==> src/rtl/sent_tx_pkg.sv <==
// Shared definitions for the SENT transmit pulse generator.
// Latency: n/a (types and constants only).
// Backpressure: n/a.
package sent_tx_pkg;

    // Symbol command encoding on sym_type
    typedef enum logic [1:0] {
        SYM_SYNC  = 2'd0,
        SYM_DATA  = 2'd1,
        SYM_PAUSE = 2'd2,
        SYM_RSVD  = 2'd3
    } sym_type_e;

    // Default tick counts
    localparam int DEF_LOW_TICKS   = 5;
    localparam int DEF_SYNC_TICKS  = 56;
    localparam int DEF_DATA_BASE   = 12;
    localparam int DEF_FRAME_TICKS = 282;
    localparam int DEF_PAUSE_MIN   = 12;
    localparam int DEF_CNT_W       = 10;

    // Line state
    typedef enum logic [1:0] {
        IDLE = 2'd0,
        LOW  = 2'd1,
        HIGH = 2'd2
    } tx_state_e;

endpackage

==> src/rtl/sent_tx_sym_len.sv <==
// Symbol length / PAUSE clamp calculator: (type, nibble, acc, mode) -> len, overrun.
// Latency: purely combinational.
// Backpressure: none; evaluated whenever the holding register is loaded.
module sent_tx_sym_len
    import sent_tx_pkg::*;
#(
    parameter int SYNC_TICKS  = DEF_SYNC_TICKS,
    parameter int DATA_BASE   = DEF_DATA_BASE,
    parameter int FRAME_TICKS = DEF_FRAME_TICKS,
    parameter int PAUSE_MIN   = DEF_PAUSE_MIN,
    parameter int CNT_W       = DEF_CNT_W
) (
    input  logic [1:0]       sym_type,
    input  logic [3:0]       sym_nibble,
    input  logic [CNT_W-1:0] acc,
    input  logic             fixed_frame,
    input  logic [CNT_W-1:0] pause_len,
    output logic [CNT_W-1:0] len,
    output logic             overrun
);

    localparam logic [CNT_W-1:0] PMIN  = CNT_W'(PAUSE_MIN);
    localparam logic [CNT_W-1:0] FRAME = CNT_W'(FRAME_TICKS);

    logic [CNT_W-1:0] remain;

    always_comb begin
        len     = '0;
        overrun = 1'b0;
        remain  = '0;
        case (sym_type_e'(sym_type))
            SYM_SYNC: len = CNT_W'(SYNC_TICKS);
            SYM_DATA: len = CNT_W'(DATA_BASE) + CNT_W'(sym_nibble);
            SYM_PAUSE: begin
                if (fixed_frame) begin
                    // Range check first so the unsigned subtraction never wraps
                    if (acc >= FRAME) begin
                        len     = PMIN;
                        overrun = 1'b1;
                    end else begin
                        remain = FRAME - acc;
                        if (remain < PMIN) begin
                            len     = PMIN;
                            overrun = 1'b1;
                        end else begin
                            len = remain;
                        end
                    end
                end else begin
                    len = (pause_len < PMIN) ? PMIN : pause_len;
                end
            end
            default: len = '0;  // reserved: never loaded
        endcase
    end

endmodule

==> src/rtl/sent_tx_pulse_gen_param.sv <==
// SENT TX pulse generator: symbol commands in, SENT line waveform out on data_pulse.
// Latency: command accepted in IDLE at edge k drives the line low from edge k+1.
// Backpressure: sym_ready = holding register empty; a held symbol starts right after pulse_done.
// Ports: ticks/reset_tx_n clock+reset; fixed_frame/pause_len PAUSE mode; sym_* command
// handshake; busy/pulse_done/frame_overrun/illegal_sym status; data_pulse line (idle high).
module sent_tx_pulse_gen_param
    import sent_tx_pkg::*;
#(
    parameter int LOW_TICKS   = DEF_LOW_TICKS,
    parameter int SYNC_TICKS  = DEF_SYNC_TICKS,
    parameter int DATA_BASE   = DEF_DATA_BASE,
    parameter int FRAME_TICKS = DEF_FRAME_TICKS,
    parameter int PAUSE_MIN   = DEF_PAUSE_MIN,
    parameter int CNT_W       = DEF_CNT_W
) (
    input  logic             ticks,
    input  logic             reset_tx_n,
    input  logic             fixed_frame,
    input  logic [CNT_W-1:0] pause_len,
    input  logic             sym_valid,
    input  logic [1:0]       sym_type,
    input  logic [3:0]       sym_nibble,
    output logic             sym_ready,
    output logic             busy,
    output logic             pulse_done,
    output logic             frame_overrun,
    output logic             illegal_sym,
    output logic             data_pulse
);

    logic             hold_full;
    logic [1:0]       hold_type;
    logic [3:0]       hold_nibble;
    tx_state_e        state;
    logic [CNT_W-1:0] cnt;
    logic [CNT_W-1:0] len_q;
    logic [CNT_W-1:0] acc;

    logic [CNT_W-1:0] calc_len;
    logic             calc_ovr;
    logic [CNT_W:0]   data_sum;
    logic [CNT_W-1:0] cnt_next;
    logic             accept;
    logic             load;

    assign sym_ready = ~hold_full;
    assign accept    = sym_valid & ~hold_full;
    // Load from IDLE, or on the last tick of the running symbol for zero-gap chaining
    assign load      = hold_full & ((state == IDLE) | pulse_done);
    assign data_sum  = {1'b0, acc} + {1'b0, calc_len};
    assign cnt_next  = cnt + 1'b1;

    sent_tx_sym_len #(
        .SYNC_TICKS  (SYNC_TICKS),
        .DATA_BASE   (DATA_BASE),
        .FRAME_TICKS (FRAME_TICKS),
        .PAUSE_MIN   (PAUSE_MIN),
        .CNT_W       (CNT_W)
    ) u_sym_len (
        .sym_type    (hold_type),
        .sym_nibble  (hold_nibble),
        .acc         (acc),
        .fixed_frame (fixed_frame),
        .pause_len   (pause_len),
        .len         (calc_len),
        .overrun     (calc_ovr)
    );

    // Holding register; accept and load are mutually exclusive (accept needs it empty)
    always_ff @(posedge ticks or negedge reset_tx_n) begin
        if (!reset_tx_n) begin
            hold_full   <= 1'b0;
            hold_type   <= 2'd0;
            hold_nibble <= 4'd0;
            illegal_sym <= 1'b0;
        end else begin
            illegal_sym <= accept && (sym_type == SYM_RSVD);
            if (accept && (sym_type != SYM_RSVD)) begin
                hold_full   <= 1'b1;
                hold_type   <= sym_type;
                hold_nibble <= sym_nibble;
            end else if (load) begin
                hold_full <= 1'b0;
            end
        end
    end

    // Line FSM; cnt is the 1-based tick index within the current symbol
    always_ff @(posedge ticks or negedge reset_tx_n) begin
        if (!reset_tx_n) begin
            state         <= IDLE;
            cnt           <= '0;
            len_q         <= '0;
            acc           <= '0;
            data_pulse    <= 1'b1;
            busy          <= 1'b0;
            pulse_done    <= 1'b0;
            frame_overrun <= 1'b0;
        end else begin
            frame_overrun <= 1'b0;
            if (load) begin
                state         <= LOW;
                cnt           <= CNT_W'(1);
                len_q         <= calc_len;
                data_pulse    <= 1'b0;
                busy          <= 1'b1;
                pulse_done    <= 1'b0;
                frame_overrun <= calc_ovr;
                case (sym_type_e'(hold_type))
                    SYM_SYNC:  acc <= CNT_W'(SYNC_TICKS);
                    SYM_DATA:  acc <= data_sum[CNT_W] ? '1 : data_sum[CNT_W-1:0];
                    SYM_PAUSE: acc <= '0;
                    default:   acc <= acc;
                endcase
            end else if (state != IDLE) begin
                if (pulse_done) begin
                    state      <= IDLE;
                    cnt        <= '0;
                    data_pulse <= 1'b1;
                    busy       <= 1'b0;
                    pulse_done <= 1'b0;
                end else begin
                    cnt        <= cnt_next;
                    pulse_done <= (cnt_next == len_q);
                    if (cnt_next > CNT_W'(LOW_TICKS)) begin
                        state      <= HIGH;
                        data_pulse <= 1'b1;
                    end
                end
            end
        end
    end

endmodule

==> config.mk <==
export PLATFORM = sky130hd
export DESIGN_NAME = sent_tx_pulse_gen_param
export DESIGN_NICKNAME = d
export VERILOG_FILES = /design/src/rtl/sent_tx_pkg.sv /design/src/rtl/sent_tx_sym_len.sv /design/src/rtl/sent_tx_pulse_gen_param.sv
export SDC_FILE = /design/constraint.sdc
export NUM_CORES = 1
export LEC_CHECK = 0
export BUFFER_PORTS_ARGS = -buffer_cell sky130_fd_sc_hd__buf_2
export CAP_MARGIN = 20
export CORE_ASPECT_RATIO = 1.5
export CORE_MARGIN = 5
export CORE_UTILIZATION = 61
export DETAILED_ROUTE_END_ITERATION = 6
export PLACE_DENSITY = 0.81
export SLEW_MARGIN = 10
export SYNTH_ARGS = -nofsm -noshare
export SYNTH_HDL_FRONTEND = slang
export SYNTH_SLANG_ARGS = --single-unit
==> constraint.sdc <==
create_clock -name ticks -period 4.4 [get_ports ticks]
set_input_delay 0.44 -clock ticks [delete_from_list [all_inputs] [get_ports ticks]]
set_output_delay 0.44 -clock ticks [all_outputs]
set_load 0.01 [all_outputs]
* After elaboration in Yosys (flattened, before gate mapping)
Index checks and enable logic that the tools add are counted.
Word-level totals: bits of input ports 20, output and inout bits 6, bits in registers 44
Cells by class: eq/ne operators 5, reduce and logical (&&, ||, !) cells 13, mux-type cells 31, bitwise operators 4, order comparisons 4, $add $sub $neg 4
Operators with widths (number):
- 10-bit two-way mux | 8
- 10-bit one-hot mux with 3 select lines | 2
- 10-bit by 4-bit less-than comparator with 1-bit output (second input constant) | 2
- 1-bit two-way mux | 17
- 10-bit by 10-bit adder with 11-bit output | 1
- 10-bit by 1-bit adder with 10-bit output (second input constant) | 1
- 10-bit == test | 1
- 10-bit by 9-bit greater-or-equal comparator with 1-bit output (second input constant) | 1
- 10-bit by 3-bit greater-than comparator with 1-bit output (second input constant) | 1
- 9-bit by 10-bit subtractor with 10-bit output (first input constant) | 1
- 2-bit two-way mux | 4
- 2-bit nonzero test | 4
- 2-bit AND reduction | 3
- 3-bit nonzero test | 2
- 4-bit by 4-bit adder with 5-bit output (first input constant) | 1
- 2-bit == test (second input constant) | 2
- 2-bit zero test | 2
- 1-bit bitwise AND | 2
- 2-bit by 1-bit == test with 1-bit output (second input constant) | 1
- 1-bit logical AND | 2
- 2-bit inequality test (second input constant) | 1
- 1-bit inverter | 1
- 1-bit bitwise OR | 1

* Longest topological paths before layout
Gate-level depths: netlist of the first run.
depth in word-level cells 9, gate-level depth with buffers 16, mapped depth without buffers 16

* Modules after synthesis
From an unflattened synthesis of the first run, not the netlist that was laid out.
Second synthesis, totals: cell total of the unflattened synthesis 377, area, all modules 3349.5 um2
By module, submodules not included:
- sent_tx_pulse_gen_param | cells an instance 279, area each 2681.3 um2, times used 1
- sent_tx_sym_len | cells an instance 98, area each 668.1 um2, times used 1

* Worst setup path before layout of the first run
No wires, ideal clock.
path type flip-flop to flip-flop, start reg acc[1], end reg acc[5], clock period less this slack 4.055 ns, slack 0.345 ns, cell stages (with the launch flop) 16, arrival time 3.934 ns, cell sequence dfrtp_1 ha_1 o211ai_4 mux2i_1 or4_4 a221o_1 a21oi_2 nor3_1 ha_1 fa_1 a211oi_1 nor2_1 o21ai_1 o21ai_1 or3_1 a22o_1
Between the ends: word-level cells in the longest chain between the ends 9
Ends and longest elaborated chain:
- start: declaration | line sent_tx_pulse_gen_param.sv:37 | logic [CNT_W-1:0] acc;
- start signal: assignment | line sent_tx_pulse_gen_param.sv:110 | SYM_SYNC: acc <= CNT_W'(SYNC_TICKS);
- start signal: assignment | line sent_tx_pulse_gen_param.sv:111 | SYM_DATA: acc <= data_sum[CNT_W] ? '1 : data_sum[CNT_W-1:0];
- 9-bit by 10-bit subtractor with 10-bit output | line sent_tx_sym_len.sv:41 | remain = FRAME - acc;
- 10-bit by 4-bit less-than comparator with 1-bit output | line sent_tx_sym_len.sv:42 | if (remain < PMIN) begin
- 10-bit two-way mux | line sent_tx_sym_len.sv:42
- 10-bit two-way mux (*) | line sent_tx_sym_len.sv:37 | if (acc >= FRAME) begin
- 10-bit two-way mux (*) | line sent_tx_sym_len.sv:35 | if (fixed_frame) begin
- 10-bit one-hot mux with 3 select lines (*) | line sent_tx_sym_len.sv:31 | case (sym_type_e'(sym_type))
- net calc_len[0] | line sent_tx_pulse_gen_param.sv:39 | logic [CNT_W-1:0] calc_len;
- 10-bit by 10-bit adder with 11-bit output (*) | line sent_tx_pulse_gen_param.sv:50 | assign data_sum = {1'b0, acc} + {1'b0, calc_len};
- 10-bit two-way mux (*) | line sent_tx_pulse_gen_param.sv:111
- 10-bit one-hot mux with 3 select lines (*) | line sent_tx_pulse_gen_param.sv:109 | case (sym_type_e'(hold_type))
Mark *: on every way through the listed nets, which the timed path passes. The rest lies on a longest branch. A chain may end at the register's enable or synchronous reset.

* Final worst setup path of the first run
Same ends and word-level chain as after synthesis.

==> results of run 1 <==
[per-layer routing]
| metal | global-route usage | vias up |
|---|---|---|
| met1 | 0.261 | 1301 |
| met2 | 0.425 | 55 |
| met4 | 0.108 | 0 |
| li1 | - | 1351 |
| met3 | 0.0296 | 18 |
| met5 | 0 | - |
[path summary, 6_finish.rpt]
path / to / from / slack, ns
max in group asynchronous: data_pulse / reset_tx_n / 3.81
hold / removal: cnt[8] / reset_tx_n / 0.05
setup reg to reg: acc[5] / acc[1] / 0.20
min in group ticks: hold_nibble[3] / sym_nibble[3] / 0.36
hold reg to reg: hold_nibble[2] / hold_nibble[2] / 0.51
setup / recovery: acc[5] / acc[1] / 0.20
[placed cells by master, fill, tap and decap left out, types with 2 or more instances in the layout]
cell type	synthesis	final
sky130_fd_sc_hd__dfrtp_1	43	43
sky130_fd_sc_hd__nand2_1	37	37
sky130_fd_sc_hd__nor2_1	32	32
sky130_fd_sc_hd__o21ai_0	30	30
sky130_fd_sc_hd__buf_2	2	26
sky130_fd_sc_hd__a21oi_1	23	23
sky130_fd_sc_hd__xnor2_1	20	20
sky130_fd_sc_hd__ha_1	19	19
sky130_fd_sc_hd__inv_1	14	14
sky130_fd_sc_hd__xor2_1	13	13
sky130_fd_sc_hd__mux2_2	11	11
sky130_fd_sc_hd__and3_1	9	9
sky130_fd_sc_hd__nand3_1	8	8
sky130_fd_sc_hd__nor2b_1	7	7
sky130_fd_sc_hd__nand4_1	6	6
sky130_fd_sc_hd__o31ai_1	6	6
sky130_fd_sc_hd__mux2i_1	5	5
sky130_fd_sc_hd__nor3_1	5	5
sky130_fd_sc_hd__and2_1	5	5
sky130_fd_sc_hd__nand2b_1	5	5
sky130_fd_sc_hd__a21o_1	5	5
sky130_fd_sc_hd__clkbuf_8	0	5
sky130_fd_sc_hd__o22ai_1	4	4
sky130_fd_sc_hd__a22o_1	4	4
sky130_fd_sc_hd__a21oi_2	3	3
sky130_fd_sc_hd__nor4_1	3	3
sky130_fd_sc_hd__a31oi_1	3	3
sky130_fd_sc_hd__buf_4	0	3
sky130_fd_sc_hd__o211ai_1	2	2
sky130_fd_sc_hd__a21boi_1	2	2
sky130_fd_sc_hd__or3_1	2	2
sky130_fd_sc_hd__o21a_1	2	2
sky130_fd_sc_hd__o21bai_1	2	2
sky130_fd_sc_hd__a211oi_1	2	2
[synth_stat cells, drive strengths merged, types with 5 or more instances]
| cell type | number |
|---|---|
| nand4 | 6 |
| nor3 | 5 |
| and3 | 9 |
| nand2 | 37 |
| nand2b | 5 |
| clkbuf | 13 |
| xnor2 | 20 |
| inv | 14 |
| ha | 19 |
| and2 | 5 |
| nand3 | 8 |
| nor2 | 32 |
| a21oi | 26 |
| a21o | 5 |
| xor2 | 13 |
| mux2 | 11 |
| mux2i | 5 |
| o31ai | 6 |
| nor2b | 7 |
| dfrtp | 43 |
| o21ai | 32 |
[area by class of cell]
class,instances,area share
well taps,68,0.0242
multi-input cells,296,0.566
inverters,14,0.0149
clock buffers,5,0.0195
repair buffers,30,0.0490
clock inverters,3,0.0131
flip-flops and latches,44,0.313
[worst max-delay path: stages, from the launching register on]
cell	delay, ns
sky130_fd_sc_hd__dfrtp_1	0.49
sky130_fd_sc_hd__ha_1	0.31
sky130_fd_sc_hd__o211ai_4	0.22
sky130_fd_sc_hd__mux2i_1	0.10
sky130_fd_sc_hd__or4_4	0.44
sky130_fd_sc_hd__a221o_1	0.36
sky130_fd_sc_hd__a21oi_2	0.16
sky130_fd_sc_hd__nor3_1	0.07
sky130_fd_sc_hd__ha_1	0.23
sky130_fd_sc_hd__fa_1	0.42
sky130_fd_sc_hd__a211oi_1	0.32
sky130_fd_sc_hd__nor2_1	0.12
sky130_fd_sc_hd__o21ai_2	0.22
sky130_fd_sc_hd__o21ai_1	0.12
sky130_fd_sc_hd__or3_1	0.35
sky130_fd_sc_hd__a22o_1	0.18
[per-stage QoR]
stage	instances	util	cell area, sq um	hold WS, ns
final	460	0.687	3520	0.0471
after floorplan	370	-	3220	0.144
after global placement	450	0.659	3380	0.489
after CTS	459	0.682	3500	0.322
after detailed placement	451	0.660	3380	0.494
after global routing	460	0.687	3520	0.0829
[cell families (layout without fill, tap and decap cells)]
logic type                 count (synthesis)  count (layout)  share of synthesized area
buffers and inverters                     30              52                     0.0389
muxes                                     16              16                     0.0541
and+or+nand+nor                          125             125                      0.189
AOI/OAI and AO/OA                        102             102                      0.205
DFF                                       44              44                      0.343
xor gates and xnor gates                  33              33                     0.0898
adders and majority gates                 20              20                     0.0801
[registers in the layout (all words and copies together) (netlist names), 2 cells and up]
signal,cells
cnt,10
hold_type,2
acc,10
len_q,10
hold_nibble,4
state,2
[report_power, final]
part           leakage, nW  switching, mW  internal [mW]  total (mW)
Sequential           0.538         0.0209          0.432       0.453
Clock               0.0548          0.152          0.171       0.323
Combinational        0.966          0.282          0.202       0.484
Total                 1.56          0.454          0.805        1.26
[timing repair]
item	CTS	global route
setup endpoints to repair	0	3
hold endpoints to repair	0	0
gates resized for setup	0	1
==> run summary, run 1 <==
After clock tree synthesis, the clock-pin slew on the worst setup and hold paths is 0.09 ns. Yosys mapped a number of flops with a built-in enable equal to 0. After synthesis, the mean cell area works out to 8.69 sq um. The share of async-settable or async-resettable flops after synthesis was 1.00. Counting the buffers created by CTS gives 5. The half-perimeter wire length after detailed placement was 5900 microns. The run finished with clean final reports. The type of element capturing the critical path was a flop.

In the final timing run, aggregate negative setup slack is 0 ns. Yosys attributes the largest share of cell area to sky130_fd_sc_hd__dfrtp_1 33%, sky130_fd_sc_hd__ha_1 7.4%, sky130_fd_sc_hd__xnor2_1 5.4%. At the pin with the least slew margin, the transition time is 0.619 ns. Across all setup checks in the final design, the least slack found is 0.199 ns.

The power per standard cell area came out at 358 nW/um^2. The die covers 6860 sq um. The number of antenna diodes in the final layout is 0. Counting cells, the worst reg-to-reg path comes to 15. The via count of the first global-routing pass is 2779, and the worst setup timing slack at the placement stage is 0.167 ns. The tools report the summed instance area of the synthesized netlist as 3220 sq um. After detailed routing, the total wire length is 7550 microns. Summed over all nets, wire length on met2 after detailed routing comes to 4080 microns.

Entering global routing, the biggest net connects 45 pins. The post-synthesis to final-layout area growth came out at 9.45%. The number of DRC markers in iteration 0 came out at 101.

The run gives 4.40 ns as the arrival time of data at the critical path endpoint. Counting along the longest clock path gives a buffer depth of 2. For the number of hold-repair buffers added at the cts stage, the log shows 0. During synthesis, Yosys emitted a total of 0 warnings.

The portion of the post-synthesis area used by sequential elements was 0.343; the final-report max-slew violation count was 0. Summing all multi-input logic gate instances after layout gives 1990 sq um. The logs give 0 for the total count of hold-check failures in the final report and 0 for the number of maximum-capacitance constraint violations. The top cell type's share of synthesized area is 0.335. In this run the worst path has a maximum fanout of 7. The achievable frequency was 238 MHz. For the first-pass iteration count of the detailed router, the log shows 4. The worst setup path is launched from a flop. Counting every sink on the clock net gives 44. Summed over all nets, wire length on met3 after detailed routing comes to 165 microns. At the later pin of the worst-skew pair, clock insertion delay measures 0.30 ns. The clock tree synthesis step divided the H-tree into 2 levels. The overall die height was 98.9 microns. The floorplan step set the die width to 69.3 microns. Detailed routing inserted a total of 2725 vias. The routed wirelength normalized by instance count was 16.4 microns; the starting utilization of the core area was 0.628.

The setup path with the least slack is of type reg -> reg. Global routing usage summed across all routing layers: 0.231. The initial antenna violation count was 0; the ratio of routed vias to standard cells was 5.92.

The required time at the worst-slack endpoint is 4.60 ns. In this run the remaining antenna-violating nets after routing total 0. The run gives 410 as the synthesized netlist net count. The logs give 1.26 mW for the final total power and 0 for the post-CTS setup buffer count.

In the routed design, unresolved DRC markers number 0. The first global-routing pass estimated 12900 microns of wire. The run gives 0.943 as the final weighted congestion in routability-driven placement.

The total overflow left after global routing is 0. The logs give 448 for the count of fill cells added during filler insertion and 370 for the post-synthesis instance total. The most used flip-flop cell after synthesis is sky130_fd_sc_hd__dfrtp_1. The class of the most critical hold timing path was in -> async. Summed over all cells, the static leakage comes to 1.56 nW. In this run, synthesis produced a sequential element count of 44. Count of input and output buffers: 25. The worst slew margin relative to its limit is 0.586, and the highest ir drop seen on vdd is 0.237 mV. In this run the count of I/O pins placed on the die edge is 26. The tree is rooted in a sky130_fd_sc_hd__clkbuf_8.

The final setup violation count came out at 0. Between clock sinks in the finished design, the worst skew comes to 0.00937 ns. Routed length on met1: 3070 microns.

The library cell with the largest summed area after synthesis was sky130_fd_sc_hd__dfrtp_1. The net count of the finished layout is 431, and the layout cell share with drive strength beyond 1 is 0.153. The highest metal layer used by the detailed router was met4.

The logs give 5120 sq um for the core area and 1100 sq um for the register area. The fraction of the cycle the final worst path needs works out to 0.955. The floorplan has 32 rows. The netlist uses 56 different library cells. The final period demand of the worst path came out at 4.20 ns.

TritonCTS built the clock tree.
Power figures use the tool's default switching activity.
==> inputs of run 2 (changes only) <==
SYNTH_HIERARCHICAL = 1   (was default)
==> run summary, run 2 <==
The flow ran to the end, and the final reports show no timing, DRC or antenna violations. Sorting the synthesized cells by area gives the leading types as sky130_fd_sc_hd__dfrtp_1 32%, sky130_fd_sc_hd__ha_1 6.7%, sky130_fd_sc_hd__mux2_2 4.7%. The worst register-to-register path has a setup slack of 0.44 ns. The tools report the starting utilization of the core area as 0.619. The initial antenna violation count is 0, and the via total after detailed routing is 2979. Most common cell after layout, fill and taps aside: sky130_fd_sc_hd__dfrtp_1.

The run gives 0 as the number of hold-repair buffers added at the cts stage. The overall die height works out to 101 microns. The post-synthesis to final-layout area growth was 7.92%.

The global routing usage summed across all routing layers is 0.245, and the count of synthesis-stage warnings from yosys is 6. The top cell types in the final layout, fill and taps aside, are 43 x sky130_fd_sc_hd__dfrtp_1, 31 x sky130_fd_sc_hd__nand2_1, 31 x sky130_fd_sc_hd__nor2_1. The fraction of the cycle the final worst path needs works out to 0.900. The synthesized design contains 44 register bits. Summed over all nets, wire length on met3 after detailed routing comes to 348 microns. The first global-routing pass estimated 13900 microns of wire.

Synthesis produced a netlist with a net count of 416. The first detailed-routing pass took 4 iterations. Setup repair after global routing left no endpoint under its margin. In this run, synthesis inferred 0 flip-flops with an integrated enable. For the worst setup path, the data arrival time is 4.16 ns. The tools report the reg-to-reg startpoint as acc[1]. For this design the ratio of total power to cell area is 314 nW/um^2. In this run the remaining antenna-violating nets after routing total 0.

Counting cells, the worst reg-to-reg path comes to 15. The routed wirelength normalized by instance count works out to 17.6 microns. The number of core rows is 33. The share of async-settable or async-resettable flops after synthesis was 1.00. Clock tree root driver cell: sky130_fd_sc_hd__clkbuf_8. The length of routed met2 wiring was 4320 microns. Summed instance area of the synthesized netlist: 3350 sq um. The tightest min-delay check is of the in -> async type. The post-synthesis instance total came out at 377. At the worst endpoint, the required time is 4.60 ns.

Counting along the longest clock path gives a buffer depth of 2. After clock tree synthesis, the clock-pin slew on the worst setup and hold paths is 0.09 ns. The run gives 0 as the post-cts gate resize count. Via count of the first global-routing pass: 2998. The tools report the number of sinks driven by the clock tree as 44. In the synthesized netlist, the cells that appear most often are 43 x sky130_fd_sc_hd__dfrtp_1, 31 x sky130_fd_sc_hd__nand2_1, 31 x sky130_fd_sc_hd__nor2_1, 28 x sky130_fd_sc_hd__o21ai_0, 23 x sky130_fd_sc_hd__a21oi_1. For this block, wires on met1 add up to 3200 microns. The final-report max-slew violation count is 0. The number of antenna diodes in the final layout is 0.

The tools report the worst slew margin relative to its limit as 0.557. In this run the worst path has a maximum fanout of 10. Across the run, the number of max-cap violations was 0. The dominant register cell in the synthesized netlist is sky130_fd_sc_hd__dfrtp_1. Hold timing on the final database bottoms out at a slack of 0.00430 ns. sky130_fd_sc_hd__dfrtp_1 is the most common cell in the netlist.

The logs give 7100 sq um for the total die area and 0 for the final setup violation count. The sum of routed wire length over all layers is 8220 microns, and the achievable frequency is 253 MHz. TritonCTS built the clock tree. The width of the die works out to 70.5 microns. Subtracting the final worst setup slack from the clock period gives 3.96 ns. After global routing the overflow that remains totals 0. The logs give 5 for the clock buffer count from CTS and 0.172 mV for the highest ir drop seen on vdd. After clock tree synthesis, the setup repair step added 0 buffers.

The count of input and output buffers was 25. For the final database, setup skew stands at 0.00546 ns. The analysis attributes to cell leakage a power of 1.55 nW. In the final design database the tool counted 436 nets.

The total count of hold-check failures in the final report came out at 0. The largest registers in the layout are acc (10), cnt (10), len_q (10). STA classifies the critical path startpoint as a flop. The layout cell share with drive strength beyond 1 came out at 0.178.

The final sum of negative setup slack came out at 0 ns. The core region is 5410 sq um. In this run the count of I/O pins placed on the die edge is 26.

The top cell type's share of synthesized area was 0.321. The portion of the post-synthesis area used by sequential elements is 0.329. The worst setup path is of the reg -> reg kind.

Summed over all nets, the half-perimeter wirelength after detailed placement is 6340 microns. The slew of the pin with the lowest slew margin is 0.662 ns. For the worst-skew pair, the clock arrives at the later sink with an insertion delay of 0.31 ns. The library cell with the largest summed area after synthesis is sky130_fd_sc_hd__dfrtp_1. In this run the number of H-tree levels came out at 2. The count of fill cells added during filler insertion was 448; the ratio of routed vias to standard cells was 6.37. The post-synthesis area per instance came out at 8.88 sq um. The critical register-to-register path endpoint was acc[4].

The type of element capturing the critical path was a flop. The tools report the DRC violation count after routing as 0. Signal routing reaches up to met4. In this run, the number of DRC markers left after iteration 0 of detailed routing was 324. The final weighted congestion in routability-driven placement is 0.931, and the maximum number of pins on one net before global-route repair is 45.

Unique cell type count in the Yosys netlist: 70.
==> run 2: layer usage <==
metal | up-vias | GRT usage
met5 | - | 0
met3 | 30 | 0.0319
met2 | 102 | 0.442
li1 | 1428 | -
met1 | 1419 | 0.276
met4 | 0 | 0.133
==> run 2: kinds of logic (layout without fill, tap and decap cells) <==
family	count (synthesis)	after routing	synth area share
buffers and inverters	34	55	0.0437
multiplexers	15	15	0.0501
XOR/XNOR	25	25	0.0654
AO/OA/AOI/OAI	119	119	0.251
adder cells (fa/ha/maj)	19	19	0.0732
AND/OR/NAND/NOR	121	121	0.188
flip-flops	44	44	0.329
==> run 2: layout make-up <==
cell class,count,area [sq um],area share
well taps,70,87.6,0.0242
flip-flops and latches,44,1100,0.305
multi-input cells,299,2100,0.581
clock buffers,5,68.8,0.0190
inverters,19,71.3,0.0197
repair buffers,28,160,0.0443
clock inverters,3,23.8,0.00658
==> run 2: worst max-delay path by stage <==
stage	slack (ns)	startpoint	to
CTS	0.51	acc[0]	acc[4]
global placement	0.65	acc[1]	acc[4]
finish	0.44	acc[1]	acc[4]
floorplan	0.80	acc[0]	acc[4]
global route	0.28	acc[1]	acc[0]
detailed placement	0.53	acc[1]	acc[4]
==> run 2: power breakdown <==
group	switching, mW	internal, mW	total (mW)	leakage [nW]
logic	0.223	0.169	0.392	0.976
registers	0.0412	0.431	0.473	0.538
clock network	0.158	0.113	0.271	0.0404
==> run 2: worst max-delay path: stages (launching register included) <==
cell	delay, ns
sky130_fd_sc_hd__dfrtp_1	0.50
sky130_fd_sc_hd__ha_1	0.34
sky130_fd_sc_hd__a211o_2	0.33
sky130_fd_sc_hd__o211a_1	0.12
sky130_fd_sc_hd__o31ai_1	0.31
sky130_fd_sc_hd__o221ai_2	0.23
sky130_fd_sc_hd__a31o_1	0.25
sky130_fd_sc_hd__ha_1	0.22
sky130_fd_sc_hd__inv_1	0.07
sky130_fd_sc_hd__fa_1	0.19
sky130_fd_sc_hd__nor2b_1	0.06
sky130_fd_sc_hd__o31a_1	0.28
sky130_fd_sc_hd__o21ai_2	0.23
sky130_fd_sc_hd__o21ai_1	0.15
sky130_fd_sc_hd__or3_1	0.36
sky130_fd_sc_hd__a22o_1	0.20
==> run 2: through the flow <==
step	area (sq um)	power, mW	util	setup WS, ns	instances
6_report	3610	1.14	0.668	0.440	468
5_1_grt	3610	1.21	0.668	0.276	468
4_1_cts	3590	1.14	0.665	0.509	467
3_5_place_dp	3500	0.865	0.647	0.529	459
3_3_place_gp	3500	0.854	0.647	0.650	459
2_1_floorplan	3350	0.754	-	0.798	377
